## src/rtl/div_unit_if.sv

```systemverilog
// Execute-stage <-> divider handshake bundle: request, operands, annul, result and stall.
interface div_unit_if;
  logic        start;
  logic        signed_div;
  logic [31:0] a;
  logic [31:0] b;
  logic        annul;
  logic [63:0] result;
  logic        ready;
  logic        DivStallE;

  modport master (
    output start, signed_div, a, b, annul,
    input  result, ready, DivStallE
  );

  modport slave (
    input  start, signed_div, a, b, annul,
    output result, ready, DivStallE
  );
endinterface

```

## src/rtl/div_unit.sv

```systemverilog
// Iterative radix-2 restoring divider for div/divu: 32 BUSY cycles, one-cycle divide-by-zero path,
// sign fix-up on completion, and a combinational stall request into the hazard unit.
module div_unit (
  input  logic       clk,
  input  logic       resetn,
  div_unit_if.slave  bus
);

  typedef enum logic [1:0] {StIdle, StBusy, StZero, StDone} state_e;

  state_e      state_q, state_d;
  logic [4:0]  cnt_q, cnt_d;
  logic [64:0] work_q, work_d;
  logic [31:0] a_q, a_d;
  logic [31:0] b_q, b_d;
  logic        sd_q, sd_d;
  logic [63:0] result_q, result_d;

  logic [31:0] in_a_abs;
  logic [31:0] b_abs;
  logic [33:0] rem_sh;
  logic [33:0] diff;
  logic [64:0] step;
  logic [31:0] q_fix;
  logic [31:0] r_fix;

  // One restoring step on the working register {partial remainder, quotient}.
  always_comb begin
    in_a_abs = (bus.signed_div && bus.a[31]) ? -bus.a : bus.a;
    b_abs    = (sd_q && b_q[31]) ? -b_q : b_q;
    rem_sh   = {work_q[64:32], work_q[31]};
    diff     = rem_sh - {2'b00, b_abs};
    if (diff[33]) begin
      step = {rem_sh[32:0], work_q[30:0], 1'b0};
    end else begin
      step = {diff[32:0], work_q[30:0], 1'b1};
    end
    q_fix = (sd_q && (a_q[31] ^ b_q[31])) ? -step[31:0] : step[31:0];
    r_fix = (sd_q && a_q[31]) ? -step[63:32] : step[63:32];
  end

  always_comb begin
    state_d  = state_q;
    cnt_d    = cnt_q;
    work_d   = work_q;
    a_d      = a_q;
    b_d      = b_q;
    sd_d     = sd_q;
    result_d = result_q;
    case (state_q)
      StIdle: begin
        if (bus.start && !bus.annul) begin
          a_d     = bus.a;
          b_d     = bus.b;
          sd_d    = bus.signed_div;
          cnt_d   = 5'd0;
          work_d  = {33'd0, in_a_abs};
          state_d = (bus.b == 32'd0) ? StZero : StBusy;
        end
      end
      StBusy: begin
        work_d = step;
        cnt_d  = cnt_q + 5'd1;
        if (cnt_q == 5'd31) begin
          state_d  = StDone;
          result_d = {r_fix, q_fix};
        end
      end
      StZero: begin
        state_d  = StDone;
        result_d = {a_q, 32'hFFFF_FFFF};
      end
      StDone:  state_d = StIdle;
      default: state_d = StIdle;
    endcase
    // Flush wins everywhere: abandon the operation and leave the last result in place.
    if (bus.annul) begin
      state_d  = StIdle;
      result_d = result_q;
    end
  end

  always_ff @(posedge clk or negedge resetn) begin
    if (!resetn) begin
      state_q  <= StIdle;
      cnt_q    <= 5'd0;
      work_q   <= 65'd0;
      a_q      <= 32'd0;
      b_q      <= 32'd0;
      sd_q     <= 1'b0;
      result_q <= 64'd0;
    end else begin
      state_q  <= state_d;
      cnt_q    <= cnt_d;
      work_q   <= work_d;
      a_q      <= a_d;
      b_q      <= b_d;
      sd_q     <= sd_d;
      result_q <= result_d;
    end
  end

  assign bus.result    = result_q;
  assign bus.ready     = (state_q == StDone) && !bus.annul;
  // Low in DONE so the stalled instruction advances on the edge that ends it.
  assign bus.DivStallE = resetn && !bus.annul &&
                         (((state_q == StIdle) && bus.start) ||
                          (state_q == StBusy) || (state_q == StZero));

endmodule

```

## src/flat_wrapper.sv

```systemverilog
// flat-port wrapper written by rule: the top's interface ports become plain ports
module div_unit_flat 
  (clk, resetn, bus_start, bus_signed_div, bus_a, bus_b, bus_annul, bus_result, bus_ready, bus_DivStallE);
  div_unit_if bus_i ();
  input  logic clk;
  input  logic resetn;
  input wire logic [$bits(bus_i.start)-1:0] bus_start;
  input wire logic [$bits(bus_i.signed_div)-1:0] bus_signed_div;
  input wire logic [$bits(bus_i.a)-1:0] bus_a;
  input wire logic [$bits(bus_i.b)-1:0] bus_b;
  input wire logic [$bits(bus_i.annul)-1:0] bus_annul;
  output wire logic [$bits(bus_i.result)-1:0] bus_result;
  output wire logic [$bits(bus_i.ready)-1:0] bus_ready;
  output wire logic [$bits(bus_i.DivStallE)-1:0] bus_DivStallE;
  assign bus_i.start = bus_start;
  assign bus_i.signed_div = bus_signed_div;
  assign bus_i.a = bus_a;
  assign bus_i.b = bus_b;
  assign bus_i.annul = bus_annul;
  assign bus_result = bus_i.result;
  assign bus_ready = bus_i.ready;
  assign bus_DivStallE = bus_i.DivStallE;
  div_unit u_core (.clk(clk), .resetn(resetn), .bus(bus_i));
endmodule
```

## config.mk

```make
export PLATFORM = sky130hd
export DESIGN_NAME = div_unit_flat
export DESIGN_NICKNAME = d
export VERILOG_FILES = /design/src/rtl/div_unit_if.sv /design/src/rtl/div_unit.sv /design/src/flat_wrapper.sv
export SDC_FILE = /design/constraint.sdc
export NUM_CORES = 1
export LEC_CHECK = 0
export ABC_CLOCK_PERIOD_IN_PS = 19100
export CAP_MARGIN = 15
export CORE_MARGIN = 8
export CORE_UTILIZATION = 35
export DETAILED_ROUTE_END_ITERATION = 16
export SYNTH_ARGS = -nofsm -noshare
export SYNTH_HDL_FRONTEND = slang
export SYNTH_SLANG_ARGS = --single-unit
```

## constraint.sdc

```tcl
create_clock -name clk -period 19.1 [get_ports clk]
set_input_delay 3.82 -clock clk [delete_from_list [all_inputs] [get_ports clk]]
set_output_delay 3.82 -clock clk [all_outputs]
set_load 0.01 [all_outputs]
```

==> flow_summary_export.csv, run 1 <==
group,metric,value,unit
run_status,status,"finished clean",
finish,regArea,5030,um^2
synthesis,netlist.area_leader.share,0.371,
timing,clock.fmax,111,MHz
place,dp_hpwl,30.1,mm
critical_path,regToRegEndpoint,"u_core.bus.result[58]",
finish,multi_input_area,8060,um^2
synthesis,yosysMostFrequentCell,"dfrtp_1",
place,placed_cells,2149,
hold_path,min_delay_path_depth,2,
synthesis,ys_seq_area_frac,0.371,
timing,drv_slew,0,
critical_path,start_kind,"input pin",
timing,setup_violations,0,
clock_tree,htree_levels,1,
finish,area_growth,18.5,%
grt,grt-ovfl-total,0,
clock_tree,clock-sinks,201,
synthesis,yosysTopAreaCell,"dfrtp_1",
clock_tree,post_cts_buffers,0,
clock_tree,cts_inserted_buffers,25,
floorplanning,initial_utilization,0.353,
synthesis,syn_inst,1576,
clock_tree,ctsResizeCount,0,
synthesis,ys_types,82,
job,cap_violations,0,
floorplanning,io_pins,135,
clock_tree,cts_tree,"built",
pwr,power.leakage,0.00645,uW
floorplanning,core,38500,um^2
pwr,ir_worst_vdd,0.0775,mV
critical_path,critPathMaxFanout,3,
route,routedWlPerCell,18.4,um
clock_tree,clk_pin_slew,0.06,ns
synthesis,synth_edf_count,0,
critical_path,r2r_slack,11.73,ns
critical_path,cp_data_required_time,15.28,ns
route,via_per_inst,5.43,
critical_path,rr_worst_depth,27,
floorplanning,die-area,45300,um^2
route,drt_first_pass_iters,5,
pwr,p_per_area,163,nW/um^2
critical_path,r2r_start,"u_core.b_q[4]",
critical_path,worst_setup_path_end_kind,"output pin",
route,vias,11900,
synthesis,async_reset_ff_frac,1.00,
finish,nets,1771,
timing,tns,0,ns
synthesis,synth_area_per_cell,8.61,um^2
synthesis,yosysWarnings,0,
finish,diodes,0,
timing,finalHoldViolCount,0,
place,gp_congestion,0.860,
clock_tree,cts_buffer_depth,3,
synthesis,synth_seq_cells,201,
timing,fin_worst_skew,0.0130,ns
synthesis,synth_top_flop_cell,"dfrtp_1",
synthesis,synth_area_leaders,"dfrtp_1, a21oi_1, xnor2_1",
place,io_buffer_count,134,
finish,fill_cells,3874,
route,finalWirelength,40.4,mm
hold_path,hold_end,"u_core.bus.result[17]",
critical_path,critPathKind,"input pin to output pin",
finish,drive_gt1_frac,0.0854,
hold_path,hold_class,"flip-flop to flip-flop",
finish,final_cells,2193,
route,drc,0,
floorplanning,fp.dieH,213,um
synthesis,synthesis.area,13600,um^2
critical_path,cp_data_arrival_time,5.17,ns
floorplanning,rows,72,
timing,relSlewSlack,0.241,
grt,antenna_found_initial,3,
timing,period_share,0.471,
clock_tree,cts_hold_buf,0,
place,placed_cell_area,15300,um^2
grt,grt_pass1_vias,11600,
route,final_antenna_net_count,0,
timing,fin_crit,8.99,ns
clock_tree,worstSkewPairLatency,0.56,ns
finish,final_cell_area,16100,um^2
synthesis,synth_common_cells,"dfrtp_1, a21oi_1, nor2_1, nand2_1, o21ai_0",
floorplanning,die_w,213,um
grt,grt_max_degree,75,
timing,tightest_slew,1.13,ns
route,drtIter0Drc,773,
grt,grt_pass1_wl,64.3,mm
clock_tree,cts_root_buf,"clkbuf_16",
hold_path,hp-start,"u_core.bus.result[17]",
timing,rsz0062_at_grt,"false",
grt,grt.total_usage,0.175,
synthesis,synth_fp_nets,1688,
-- logic make-up after synthesis --
logic type                 Yosys count  share of synthesized area
and+or+nand+nor                    508                      0.178
AOI/OAI and AO/OA                  475                      0.212
DFF                                201                      0.371
xor gates and xnor gates           143                     0.0923
buffers and inverters              118                     0.0367
muxes                               88                     0.0705
adders and majority gates           43                     0.0402
-- power breakdown --
group | switching, uW | internal [uW]
Combinational | 818 | 599
Sequential | 161 | 590
Clock | 193 | 264
-- critical path: stages --
cell and delay [ns]:
clkdlybuf4s50_1 0.50, a211oi_1 0.08, nor3b_1 0.19, clkdlybuf4s50_1 0.57
-- per-layer routing --
layer  GRT usage  vias to the layer above  routed length (um)
met5           0                        -                  43
met4      0.0359                        6                 780
met3      0.0296                       55                2430
met2       0.286                      307               18200
met1       0.241                     5692               18900
li1            -                     5854                   -
-- stage by stage --
step / total power, uW / hold WS (ns) / utilization / setup slack, ns
detailed placement: 2160 / 0.465 / 0.397 / 10.11
global placement: 2140 / 0.456 / 0.397 / 10.06
finish: 2620 / 0.474 / 0.418 / 10.11
floorplan: 1740 / 0.445 / - / 11.07
global route: 2840 / 0.493 / 0.418 / 10.04
CTS: 2640 / 0.479 / 0.418 / 10.11
-- area by class of cell --
type / count / share of cell area
Inverter: 27 / 0.00646
Timing Repair Buffer: 147 / 0.0900
Sequential cell: 201 / 0.313
Multi-Input combinational cell: 1257 / 0.501
Tap cell: 518 / 0.0403
Clock buffer: 34 / 0.0447
Clock inverter: 9 / 0.00444
-- cell usage in the layout, fill, tap and decap left out, drive strengths merged, types with 5 or more instances in the layout --
master         synthesis  routed
mux2i                 27      27
nand2                151     151
xor2                  56      56
and2                  11      11
buf                   33      13
o22ai                 28      28
nor3b                  8       8
a21o                   9       9
a22oi                 11      11
o211ai                 7       7
o41ai                  5       5
o31ai                 17      17
nand3                 20      20
dfrtp                201     201
clkbuf                58      35
xnor2                 87      87
nand2b                15      15
mux2                  61      61
or4                    9       9
or2                    6       6
o21ai                136     136
nor3                  44      44
a31oi                 17      17
a21oi                171     171
inv                   27      29
a22o                   5       5
and3                  12      12
and4                   6       6
or3                   14      14
nand4                 14      14
clkdlybuf4s50          0     133
ha                    42      42
nor2                 161     161
o21a                  12      12
a211oi                17      17
nor2b                  5       5
nor4                  19      19
-- worst max-delay path by stage --
stage | slack (ns) | to | cells past startpoint | startpoint
after global placement | 10.06 | bus_DivStallE | 4 | bus_start
after floorplan | 11.07 | bus_DivStallE | 2 | bus_start
after CTS | 10.11 | bus_DivStallE | 4 | bus_start
final | 10.11 | bus_DivStallE | 4 | bus_start
after detailed placement | 10.11 | bus_DivStallE | 4 | bus_start
after global routing | 10.04 | bus_DivStallE | 3 | resetn
-- state kept, by name, summed over array words and instances (netlist names) --
signal             count
u_core.b_q            32
u_core.work_q         65
u_core.a_q            32
u_core.state_q         2
u_core.cnt_q           5
u_core.bus.result     64
u_core.sd_q            1
No activity file was read; power rests on OpenSTA's default activity.
==> run 2, diff against run 1 <==
Settings changed: ABC_CLOCK_PERIOD_IN_PS 19100 to 7900.
Clock period 19.1 ns to 7.9 ns, I/O delays scaled along.
==> run 2 against run 1 <==
Against the previous run: global-route usage fell by 0.081 points; count of clock-buffer cells in the layout rose by 2; non-clock buffer count rose by 1; via count fell by 0.63%; first-iteration DRC count fell by 3.1%; core utilization rose by 0.19 points; register-to-register slack got worse by 11 ns; final cell count rose by 0.18%; highest routed layer unchanged; largest power group unchanged; critical endpoint is now u_core.bus.result[60]; cell area rose by 0.44%; clock skew rose by 0.0080 ns; clock power rose to 2.6 times the previous value.
==> flow_summary_export.csv, run 2 (synthesized netlist as in run 1, its figures left out) <==
group,metric,value,unit
run_status,status,"finished clean",
finish,largest_register_ffs,65,
route,drtIter0Drc,749,
grt,antenna_found_initial,1,
pwr,switching_power,2840,uW
critical_path,critPathKind,"flip-flop to flip-flop",
clock_tree,cts_inserted_buffers,25,
floorplanning,rows,72,
route,finalWirelength,40.5,mm
finish,fill_cells,3871,
route,vias,11800,
timing,setup_violations,0,
grt,grt.total_usage,0.174,
timing,fin_crit,7.02,ns
critical_path,start_kind,"flip-flop",
clock_tree,htree_levels,1,
floorplanning,fp.dieH,213,um
timing,drv_slew,0,
clock_tree,clk_pin_slew,0.06,ns
critical_path,critPathMaxFanout,28,
pwr,p_per_area,398,nW/um^2
pwr,sequentialPowerShare,0.283,
finish,multi_input_area,8060,um^2
critical_path,crit_path_end,"u_core.bus.result[60]",
clock_tree,ctsResizeCount,0,
pwr,power.internal,3580,uW
floorplanning,die-area,45300,um^2
timing,period_share,0.888,
timing,finalHoldViolCount,0,
finish,nets,1772,
route,final_antenna_net_count,0,
clock_tree,clock-sinks,201,
place,dp_hpwl,30.6,mm
timing,tightest_slew,1.15,ns
finish,final_common_cell,"dfrtp_1",
critical_path,slowest_stage,"nor4b_1",
pwr,p_comb_frac,0.535,
critical_path,cpMostUsedCell,"nand2_1",
floorplanning,core,38500,um^2
grt,grt_pass1_wl,64.1,mm
grt,grt-ovfl-total,0,
finish,final_cell_mix,"dfrtp_1, a21oi_1, nor2_1",
finish,regArea,5030,um^2
clock_tree,worstSkewPairLatency,0.56,ns
timing,rsz0062_at_grt,"false",
clock_tree,cts_tree,"built",
route,drt_first_pass_iters,5,
timing,tns,0,ns
place,gp_congestion,0.846,
critical_path,r2r_start,"u_core.b_q[4]",
route,drc,0,
clock_tree,post_cts_buffers,0,
timing,relSlewSlack,0.231,
timing,clock.fmax,142,MHz
critical_path,r2r_slack,0.88,ns
pwr,ir_worst_vdd,0.180,mV
pwr,swShare,0.442,
floorplanning,io_pins,135,
job,cap_violations,0,
timing,fin_worst_skew,0.0210,ns
finish,drive_gt1_frac,0.0858,
critical_path,critPathLaunch,"u_core.b_q[4]",
route,via_per_inst,5.39,
pwr,clkPwrFrac,0.182,
pwr,power.leakage,0.00648,uW
route,routedWlPerCell,18.4,um
clock_tree,cts_hold_buf,0,
clock_tree,cts_root_buf,"clkbuf_16",
critical_path,slowest_delay,0.48,ns
grt,grt_pass1_vias,11600,
grt,grt_max_degree,76,
critical_path,worst_setup_path_end_kind,"flip-flop",
clock_tree,cts_buffer_depth,3,
hold_path,hold_class,"flip-flop to flip-flop",
place,io_buffer_count,134,
critical_path,regToRegEndpoint,"u_core.bus.result[60]",
critical_path,cp_data_required_time,8.33,ns
critical_path,cp_data_arrival_time,7.45,ns
finish,top_register,"u_core.work_q",
place,placed_cell_area,15300,um^2
critical_path,rr_worst_depth,27,
finish,final_cell_area,16200,um^2
floorplanning,initial_utilization,0.353,
finish,area_growth,19.0,%
floorplanning,die_w,213,um
run 2: changes by cell type in the layout (fill, tap and decap cells not counted):
cell       before  now
buf_4          12   13
buf_6           1    0
buf_8           0    1
bufinv_16       0    2
clkbuf_1        3    5
clkinv_2        4    2
diode_2         0    1
run 2: worst min-delay path by stage:
stage,slack (ns),from,cells past startpoint,end
2_1_floorplan,0.45,u_core.cnt_q[4],2,u_core.cnt_q[4]
3_3_place_gp,0.46,u_core.cnt_q[4],2,u_core.cnt_q[4]
3_5_place_dp,0.47,u_core.cnt_q[4],2,u_core.cnt_q[4]
4_1_cts,0.48,u_core.bus.result[51],2,u_core.bus.result[51]
5_1_grt,0.50,u_core.bus.result[47],2,u_core.bus.result[47]
6_report,0.48,u_core.cnt_q[4],2,u_core.cnt_q[4]
run 2: final cells by class:
cell class	count	area share
inverter	27	0.00643
multi-input combinational	1257	0.499
clock buffer	36	0.0450
tap	518	0.0401
clock inverter	9	0.00751
antenna	1	0.000155
sequential	201	0.311
timing repair buffer	148	0.0903
run 2: power by group through the flow:
stage               Clock (uW)  Sequential (uW)  Combinational (uW)
floorplan                    0             1770                2430
global placement             0             1820                3390
detailed placement           0             1830                3430
CTS                       1210             1810                3440
global route              1240             1870                3800
finish                    1170             1820                3440
run 2: worst max-delay path: cells and delay by family, from the launching register on:
family,cells,cell delay (ns)
simple gates,13,3.26
xor+xnor,2,0.43
mux,2,0.54
compound gates,7,1.43
buf+inv,1,0.25
fa+ha+maj,2,0.58
flops,1,0.41
run 2: layer usage:
| layer | wire [um] | part of all wire | track usage | up-vias |
|---|---|---|---|---|
| met1 | 19300 | 0.48 | 0.242 | 5637 |
| li1 | - | - | - | 5862 |
| met2 | 18100 | 0.45 | 0.280 | 285 |
| met5 | 12 | 0.00030 | 0 | - |
| met4 | 937 | 0.023 | 0.0424 | 2 |
| met3 | 2210 | 0.054 | 0.0272 | 53 |
run 2: metrics by stage:
stage | utilization | power, uW | hold slack, ns | worst slack, ns | cells
finish | 0.420 | 6430 | 0.478 | 0.882 | 2197
global route | 0.420 | 6920 | 0.504 | 0.0851 | 2196
CTS | 0.419 | 6460 | 0.483 | 0.821 | 2195
detailed placement | 0.397 | 5260 | 0.467 | 0.864 | 2150
global placement | 0.397 | 5210 | 0.456 | 1.04 | 2150
floorplan | - | 4200 | 0.445 | 1.65 | 1576
==> run 3, diff against run 2 <==
Settings changed: CORE_UTILIZATION 35 to 45, PLACE_DENSITY set to 0.68, TNS_END_PERCENT set to 10.
==> run 3 against run 2 <==
Against the previous run: power fell by 1.3%; fmax grew 2.0%; non-clock buffer count shrank 1; cell area decreased by 2.1%; clock power decreased by 15%; clock skew fell by 0.0044 ns; sequential cell count unchanged; via count is 4.0% higher; first-iteration DRC count increased by 47%; largest cell class unchanged; critical path depth down 2; count of clock-buffer cells in the layout down 6; sequential power is essentially flat; critical path type unchanged.
==> flow_summary_export.csv, run 3 (synthesized netlist as in run 1, its figures left out) <==
group,metric,value,unit
clock_tree,ctsResizeCount,0,
critical_path,r2r_slack,1.02,ns
timing,fin_crit,6.88,ns
finish,drive_gt1_frac,0.0809,
timing,setup_slack,1.02,ns
finish,diodes,0,
job,cap_violations,0,
place,placed_cells,2022,
route,vias,12300,
critical_path,critPathLaunch,"u_core.b_q[4]",
finish,final_cell_area,15800,um^2
critical_path,worst_setup_path_end_kind,"flip-flop",
timing,rsz0062_at_grt,"false",
floorplanning,io_pins,135,
grt,antenna_found_initial,0,
floorplanning,core,29600,um^2
critical_path,regToRegEndpoint,"u_core.bus.result[28]",
run_status,status,"finished clean",
route,drc,0,
clock_tree,post_cts_buffers,0,
floorplanning,die_w,190,um
critical_path,cp_data_arrival_time,7.21,ns
finish,final_cells,2059,
finish,area_growth,16.5,%
floorplanning,rows,63,
pwr,p_per_area,401,nW/um^2
timing,tightest_slew,1.20,ns
route,via_per_inst,5.98,
place,io_buffer_count,134,
grt,grt_pass1_vias,12300,
clock_tree,clock-sinks,201,
clock_tree,htree_levels,1,
critical_path,crit_path_end,"u_core.bus.result[28]",
timing,clock.fmax,145,MHz
grt,grt.total_usage,0.229,
floorplanning,die-area,36000,um^2
critical_path,critPathMaxFanout,32,
timing,period_share,0.871,
finish,nets,1768,
place,dp_hpwl,31.6,mm
clock_tree,cts_root_buf,"clkbuf_16",
finish,final_common_cell,"dfrtp_1",
grt,grt_pass1_wl,67.5,mm
route,drt_first_pass_iters,5,
finish,largest_register_ffs,65,
hold_path,hp-start,"u_core.bus.result[39]",
critical_path,r2r_start,"u_core.b_q[4]",
grt,grt-ovfl-total,0,
route,final_antenna_net_count,0,
hold_path,hold_class,"flip-flop to flip-flop",
finish,fill_cells,2744,
place,gp_congestion,0.905,
floorplanning,fp.dieH,190,um
timing,setup_violations,0,
timing,fin_worst_skew,0.0166,ns
pwr,power.leakage,0.00640,uW
clock_tree,cts_tree,"built",
route,finalWirelength,41.7,mm
critical_path,rr_worst_depth,25,
place,place_ws,1.08,ns
clock_tree,cts_hold_buf,0,
floorplanning,initial_utilization,0.458,
pwr,ir_worst_vdd,0.297,mV
route,routedWlPerCell,20.3,um
critical_path,start_kind,"flip-flop",
timing,tns,0,ns
timing,finalHoldViolCount,0,
pwr,power,6340,uW
route,drtIter0Drc,1098,
critical_path,critPathKind,"flip-flop to flip-flop",
grt,grt_max_degree,77,
timing,relSlewSlack,0.201,
critical_path,cp_data_required_time,8.24,ns
finish,top_register,"u_core.work_q",
timing,drv_slew,0,
clock_tree,clk_pin_slew,0.07,ns
place,placed_cell_area,15100,um^2
clock_tree,cts_buffer_depth,3,
finish,final_cell_mix,"dfrtp_1, a21oi_1, nor2_1",
clock_tree,worstSkewPairLatency,0.52,ns
clock_tree,cts_inserted_buffers,22,
==> run 3: cell types whose count changed in the layout (fill, tap and decap cells not counted) <==
cell	delta
bufinv_16	-1
inv_6	-1
buf_8	-1
clkinvlp_4	-3
clkinv_2	+3
diode_2	-1
clkbuf_16	-3
inv_16	-1
clkbuf_8	-3
clkinv_8	+1
==> run 3: final cells by class <==
cell class / instances / area (um^2) / share of cell area
clock inverters: 7 / 71.3 / 0.00451
multi-input cells: 1257 / 8060 / 0.510
well taps: 390 / 488 / 0.0309
flip-flops and latches: 201 / 5030 / 0.318
repair buffers: 147 / 1440 / 0.0913
inverters: 27 / 104 / 0.00657
clock buffers: 30 / 611 / 0.0386
==> run 3: worst max-delay path, cell delays in order, from the launching register on <==
cell      delay [ns]
dfrtp_1         0.42
nor4_1          0.35
nor4b_1         0.48
and2_1          0.26
nor3b_1         0.43
and2_1          0.24
nand2_1         0.11
o41ai_1         0.32
xor2_1          0.11
ha_1            0.39
a211oi_1        0.23
a21oi_1         0.10
nand2_1         0.14
nand3_1         0.08
o21a_1          0.26
or2_1           0.30
inv_4           0.28
ha_1            0.27
nand2_1         0.09
nor3_1          0.38
nand3_1         0.27
or2_2           0.40
o31ai_1         0.33
o21ai_0         0.19
xnor2_1         0.17
a21oi_1         0.08
==> run 3: worst min-delay path by stage <==
stage	end	slack, ns	cells after the start
2_1_floorplan	u_core.cnt_q[4]	0.45	2
3_3_place_gp	u_core.cnt_q[4]	0.46	2
3_5_place_dp	u_core.bus.result[39]	0.47	2
4_1_cts	u_core.cnt_q[4]	0.48	2
5_1_grt	u_core.bus.result[39]	0.51	2
6_report	u_core.bus.result[39]	0.48	2
==> run 3: where the power goes <==
group | switching, uW | internal, uW
Clock | 420 | 573
Combinational | 2070 | 1450
Sequential | 407 | 1430
Total | 2890 | 3450
==> run 3: per-layer routing <==
metal  track usage  vias up  part of all wire
li1              -     5838                 -
met1         0.324     5995              0.46
met2         0.361      418              0.45
met3        0.0344       65             0.060
met4        0.0625        0             0.026
met5             0        -                 0
==> run 3: metrics by stage <==
stage | utilization | hold WS [ns]
2_1_floorplan | - | 0.445
3_3_place_gp | 0.510 | 0.456
3_5_place_dp | 0.510 | 0.470
4_1_cts | 0.533 | 0.484
5_1_grt | 0.533 | 0.505
6_report | 0.533 | 0.478
